$ cat config.mk
export PLATFORM = sky130hd
export DESIGN_NAME = mips_mem_arbiter
export DESIGN_NICKNAME = d
export VERILOG_FILES = /design/src/rtl/mips_mem_arb_pkg.sv /design/src/rtl/mips_mem_arb_watchdog.sv /design/src/rtl/mips_mem_arbiter.sv
export SDC_FILE = /design/constraint.sdc
export NUM_CORES = 1
export LEC_CHECK = 0
export BUFFER_PORTS_ARGS = -buffer_cell sky130_fd_sc_hd__buf_2
export CORE_AREA = 2 2 105 107
export CTS_CLUSTER_DIAMETER = 80
export DETAILED_ROUTE_END_ITERATION = 10
export DIE_AREA = 0 0 107 109
export MAX_ROUTING_LAYER = met4
export PLACE_DENSITY = 0.73
export RECOVER_POWER = 100
export SYNTH_ARGS = -nofsm -noshare
export SYNTH_HDL_FRONTEND = slang
export SYNTH_SLANG_ARGS = --single-unit
$ cat constraint.sdc
create_clock -name clk -period 2.1 [get_ports clk]
set_clock_uncertainty 0.1 [all_clocks]
set_input_delay 0.21 -clock clk [delete_from_list [all_inputs] [get_ports clk]]
set_output_delay 0.21 -clock clk [all_outputs]
set_load 0.05 [all_outputs]
$ cat src/rtl/mips_mem_arb_pkg.sv
// mips_mem_arb_pkg: shared state encoding and bus constants for the MIPS memory arbiter.
package mips_mem_arb_pkg;
    localparam int DATA_W = 32;
    localparam logic [3:0] BYTE_EN = 4'hF;
    localparam logic [31:0] RESET_VECTOR = 32'hBFC00000;
    typedef enum logic [2:0] {IDLE, FETCH, DATA, COMMIT, HALT, ERROR} state_t;
endpackage

$ cat src/rtl/mips_mem_arb_watchdog.sv
// mips_mem_arb_watchdog: counts consecutive stalled cycles of one memory access and flags a timeout.
module mips_mem_arb_watchdog #(
    parameter int MAX_WAIT = 15
) (
    input  logic clk,
    input  logic reset,
    input  logic busy,
    input  logic stall,
    output logic timeout
);
    localparam int CW = $clog2(MAX_WAIT + 1);
    logic [CW-1:0] count;
    // Any cycle without a stalled access restarts the count, so every access starts from zero.
    always_ff @(posedge clk or posedge reset) begin
        if (reset) count <= '0;
        else count <= (busy && stall) ? ((count == CW'(MAX_WAIT)) ? count : count + 1'b1) : '0;
    end
    assign timeout = busy && stall && (count >= CW'(MAX_WAIT - 1));
endmodule

$ cat src/rtl/mips_mem_arbiter.sv
// mips_mem_arbiter: sequences instruction fetch and data access of a MIPS core onto one memory bus.
// Optional one-entry fetch buffer enabled by defining MEM_ARB_FETCH_BUF_EN.
module mips_mem_arbiter #(
    parameter int DATA_W   = mips_mem_arb_pkg::DATA_W,
    parameter int MAX_WAIT = 15
) (
    input  logic              clk,
    input  logic              reset,
    input  logic              active,
    output logic              clk_enable,
    input  logic [31:0]       instr_address,
    output logic [DATA_W-1:0] instr_readdata,
    input  logic [31:0]       data_address,
    input  logic              data_read,
    input  logic              data_write,
    input  logic [DATA_W-1:0] data_writedata,
    output logic [DATA_W-1:0] data_readdata,
    output logic [31:0]       mem_address,
    output logic              mem_read,
    output logic              mem_write,
    output logic [DATA_W-1:0] mem_writedata,
    output logic [3:0]        mem_byteenable,
    input  logic              mem_waitrequest,
    input  logic [DATA_W-1:0] mem_readdata,
    output logic              bus_error
);
    import mips_mem_arb_pkg::*;

    state_t state;
    logic fetch_ok, data_ok, hit, fetch_req, rd_req, wr_req, busy, timeout, bad_data;
    logic [DATA_W-1:0] fetch_data;

    assign fetch_ok  = instr_address[1:0] == 2'b00;
    assign data_ok   = data_address[1:0] == 2'b00;
    assign bad_data  = (data_read && data_write) || ((data_read || data_write) && !data_ok);
    // Requests are suppressed for illegal accesses so a faulting cycle never reaches memory.
    assign fetch_req = state == FETCH && fetch_ok && !hit;
    assign rd_req    = state == DATA && data_read && !data_write && data_ok;
    assign wr_req    = state == DATA && data_write && !data_read && data_ok;
    assign busy      = fetch_req || rd_req || wr_req;

    assign mem_read       = fetch_req || rd_req;
    assign mem_write      = wr_req;
    assign mem_address    = fetch_req ? {instr_address[31:2], 2'b00} :
                            (rd_req || wr_req) ? {data_address[31:2], 2'b00} : 32'h0;
    assign mem_writedata  = wr_req ? data_writedata : '0;
    assign mem_byteenable = busy ? BYTE_EN : 4'h0;

    mips_mem_arb_watchdog #(.MAX_WAIT(MAX_WAIT)) u_watchdog (
        .clk    (clk),
        .reset  (reset),
        .busy   (busy),
        .stall  (mem_waitrequest),
        .timeout(timeout)
    );

`ifdef MEM_ARB_FETCH_BUF_EN
    logic              buf_valid;
    logic [29:0]       buf_tag;
    logic [DATA_W-1:0] buf_data;
    assign hit        = state == FETCH && fetch_ok && buf_valid && buf_tag == instr_address[31:2];
    assign fetch_data = hit ? buf_data : mem_readdata;
    // A store to the buffered word makes the cached instruction stale.
    always_ff @(posedge clk or posedge reset) begin
        if (reset) begin
            buf_valid <= 1'b0;
            buf_tag   <= '0;
            buf_data  <= '0;
        end else if (fetch_req && !mem_waitrequest) begin
            buf_valid <= 1'b1;
            buf_tag   <= instr_address[31:2];
            buf_data  <= mem_readdata;
        end else if (wr_req && buf_tag == data_address[31:2]) begin
            buf_valid <= 1'b0;
        end
    end
`else
    assign hit        = 1'b0;
    assign fetch_data = mem_readdata;
`endif

    always_ff @(posedge clk or posedge reset) begin
        if (reset) begin
            state          <= IDLE;
            clk_enable     <= 1'b0;
            bus_error      <= 1'b0;
            instr_readdata <= '0;
            data_readdata  <= '0;
        end else begin
            clk_enable <= 1'b0;
            case (state)
                IDLE: if (active) state <= FETCH;
                FETCH: begin
                    if (!fetch_ok || timeout) begin
                        state     <= ERROR;
                        bus_error <= 1'b1;
                    end else if (hit || !mem_waitrequest) begin
                        instr_readdata <= fetch_data;
                        state          <= DATA;
                    end
                end
                DATA: begin
                    if (bad_data || timeout) begin
                        state     <= ERROR;
                        bus_error <= 1'b1;
                    end else if (!busy || !mem_waitrequest) begin
                        if (rd_req) data_readdata <= mem_readdata;
                        state      <= COMMIT;
                        clk_enable <= 1'b1;
                    end
                end
                COMMIT: state <= active ? FETCH : HALT;
                default: state <= state;
            endcase
        end
    end
endmodule

==> flow_summary.toml <==
[setup_path]
crit_family = "simple AND/OR/NAND/NOR gates"
crit_buf_inv = 2
ff2ff_setup_slack_ns = 0.11
cp_cell_sequence = "nor3b_4 -> and3_4 -> clkbuf_16 -> a22o_1 -> buf_6"
max_stage_delay_ns = 0.43
cp_data_required_time_ns = 1.79
regToRegEndpoint = "data_readdata[2]$_DFFE_PP0P_"
path_max_fanout = 8
crit_type = "reg2out"
worstSetupStartpointType = "flop"
reg2reg_from = "state[1]$_DFFE_PP0P_"
end_kind = "primary output"
critPathArrivalTime_ns = 1.83
r2r_cells = 6
critPathSlowestCell = "dfrtp_2"

[power]
ir_drop_v = 0.000307
power.switching_uw = 787
p_leak_uw = 0.00311
comb_power_share_pct = 14.6
p_int_uw = 2050
p_sw_share_pct = 27.7
powerDensity_nw_per_um2 = 469
pwr-share-clk_pct = 33.9
p_seq_share_pct = 51.5

[outcome]
status = "finished with violations"
violations = "setup timing"

[global_routing]
grtUsageTotal_pct = 19.3
grt_antenna_before_repair = 0
grt_pass1_vias = 3629
grt_start_max_net_pins = 59
overflow = 0
grt_pass1_wl_mm = 17.2

[hold_path]
holdPathStages = 2
whs_endpoint = "data_readdata[8]$_DFFE_PP0P_"
min-delay-path-class = "in2reg"
min_from = "mem_readdata[8]"

[clock_network]
cts.clk_slew.worst_paths_ns = 0.08
insertion_delay_ns = 0.33
cts_buffers = 9
clock_path_buffers = 2
htreeDepth = 3
cts_tree = "built"
cts.sinks = 73
root_buffer = "clkbuf_8"

[yosys]
netlist_instances = 289
synth_edf_count = 0
synth_ff_type = "dfrtp_1"
yosys_register_bits = 73
synth_warnings = 0
synth-seq-area-share_pct = 50.9
syn_area_um2 = 3590
syn_area_per_cell_um2 = 12.4
ys_types = 45
async_flop_share_pct = 100
yosys-top-cells-area = "dfrtp_1 51%, mux2_2 10%, mux2_1 9.7%"
synth_top_area_share_pct = 50.9
yosysTopAreaCell = "dfrtp_1"

[floorplanning]
die-area_um2 = 11700
coreArea_um2 = 10600
start_util_pct = 33.8
fp.dieH_um = 109
boundaryPins = 270
fp.dieW_um = 107
num_rows = 38

[timing]
rsz0062_at_grt = "yes"
fmaxAchievable_mhz = 468
fin_crit_sh_pct = 102
final_hold_viol_count = 0
max_slew_margin_pct = 47.8
worst_slew_pin_slew_ns = 0.783
min_period_ns = 2.14
finalSetupViolCount = 49
setup_slack_ns = -0.0373
maxSlewViolCount = 0

[routing]
detail_route.first_pass.iterations = 4
wl_mm = 12.0
drc = 0
num_vias = 3480
ant_nets = 0
first_iter_violations = 93
vias_per_cell = 4.74
wire_per_inst_um = 16.3

[final_layout]
antenna_cells = 0
final_cell_count_no_fill = 734
fillers = 911
seqCellArea_um2 = 1830
layout-drive-gt1-share_pct = 49.8
nets = 725
multiInputGateArea_um2 = 1640
area_delta_synth_final_pct = 68.8

[placed_design]
globalplace.congestion = 0.858
dp_cells = 684
pre_cts_ws_ns = 0.121
dp_hpwl_mm = 8.26
port_buffers = 267

[run]
cap_violations = 0
power by group through the flow:
stage / clock network, uW / logic [uW] / registers, uW
2_1_floorplan: 0 / 105 / 1560
3_3_place_gp: 0 / 361 / 1490
3_5_place_dp: 0 / 368 / 1490
4_1_cts: 1000 / 409 / 1460
5_1_grt: 1080 / 444 / 1470
6_report: 962 / 415 / 1460
worst max path at each step:
| stage | startpoint | cells past startpoint | slack, ns | endpoint |
|---|---|---|---|---|
| 5_1_grt | state[1]$_DFFE_PP0P_ | 5 | -0.12 | mem_writedata[9] |
| 4_1_cts | state[0]$_DFFE_PP0P_ | 5 | -0.02 | mem_address[16] |
| 3_5_place_dp | state[2]$_DFFE_PP0P_ | 5 | 0.12 | mem_address[16] |
| 6_report | state[1]$_DFFE_PP0P_ | 5 | -0.04 | mem_address[4] |
| 3_3_place_gp | state[1]$_DFFE_PP0P_ | 5 | 0.18 | mem_address[16] |
| 2_1_floorplan | state[0]$_DFFE_PP0P_ | 5 | 0.08 | mem_writedata[22] |
per-layer routing:
layer	vias to the layer above	wire length, um	track usage (%)
met3	20	731	4.30
met5	-	0	-
li1	1634	-	-
met1	1658	4400	20.2
met4	0	234	7.24
met2	168	6630	35.6
registers in the layout, summed over array words and instances, names as in the netlist:
register,cells
data_readdata,32
clk_enable,1
u_watchdog.count,4
instr_readdata,32
bus_error,1
state,3
cell usage after synthesis (2+ instances only):
library cell and n:
mux2_1 31, a31oi_1 2, ha_1 2, a21oi_1 3
buf_4 9, a32oi_1 2, buf_6 3, nand3_1 3
a22o_1 30, clkbuf_1 4, clkbuf_2 2, inv_1 5
dfrtp_1 73, o21ai_0 3, buf_2 7, o211ai_1 2
nand2_1 9, a211oi_1 2, and2_1 33, nor2_1 7
mux2_2 33
repair_timing:
| item | CTS | global route |
|---|---|---|
| buffers inserted | 2 | 2 |
| pin swaps | 5 | 4 |
| setup endpoints to repair | 63 | 68 |
| gates cloned | 0 | 3 |
| hold endpoints to repair | 45 | 2 |
| resized for setup | 133 | 27 |
| hold buffers | 26 | 1 |
logic make-up (layout without fill, tap and decap cells):
| kind of cell | count (synthesis) | count (layout) | synth area share [%] |
|---|---|---|---|
| xor gates and xnor gates | 2 | 2 | 0.488 |
| other | 1 | 2 | 0.105 |
| adders and majority gates | 3 | 3 | 0.976 |
| muxes | 64 | 64 | 20.1 |
| DFF | 73 | 73 | 50.9 |
| AOI/OAI and AO/OA | 51 | 51 | 11.4 |
| buffers and inverters | 30 | 334 | 5.02 |
| and+or+nand+nor | 65 | 65 | 11.0 |
worst register-to-register path, stage by stage (launching register included):
cell      delay [ns]
dfrtp_2         0.43
nor3b_4         0.26
buf_4           0.17
nand4b_1        0.17
nor2_4          0.17
buf_12          0.21
mux2_1          0.36
cell type report:
class,count,share of cell area (%)
multi-input cells,187,27.1
clock inverters,6,0.723
inverters,5,0.331
well taps,140,2.89
clock buffers,10,2.11
repair buffers,313,36.6
flip-flops and latches,73,30.2
per-stage QoR:
stage / setup TNS (ns) / util, % / power, uW / area [um^2] / hold WS [ns]
finish: -0.643 / 57.1 / 2840 / 6060 / 0.0232
global route: -6.68 / 57.1 / 2990 / 6060 / 0.00151
CTS: -0.118 / 56.5 / 2870 / 5990 / 0.00291
detailed placement: 0 / 48.4 / 1860 / 5130 / 0.134
global placement: 0 / 48.4 / 1850 / 5130 / 0.125
floorplan: 0 / - / 1660 / 3610 / 0.245
cells in the final DEF, fill, tap and decap left out, drive strengths merged, types with 3 or more instances in the layout:
cell	count
dfrtp	73
buf	217
o21ai	4
a22o	30
a21oi	3
inv	5
dlygate4sd3	27
nand3	3
clkinvlp	5
nand2	9
clkbuf	79
and2	33
mux2	64
nor2	9
Note: power is estimated with default switching activity, not from simulation.
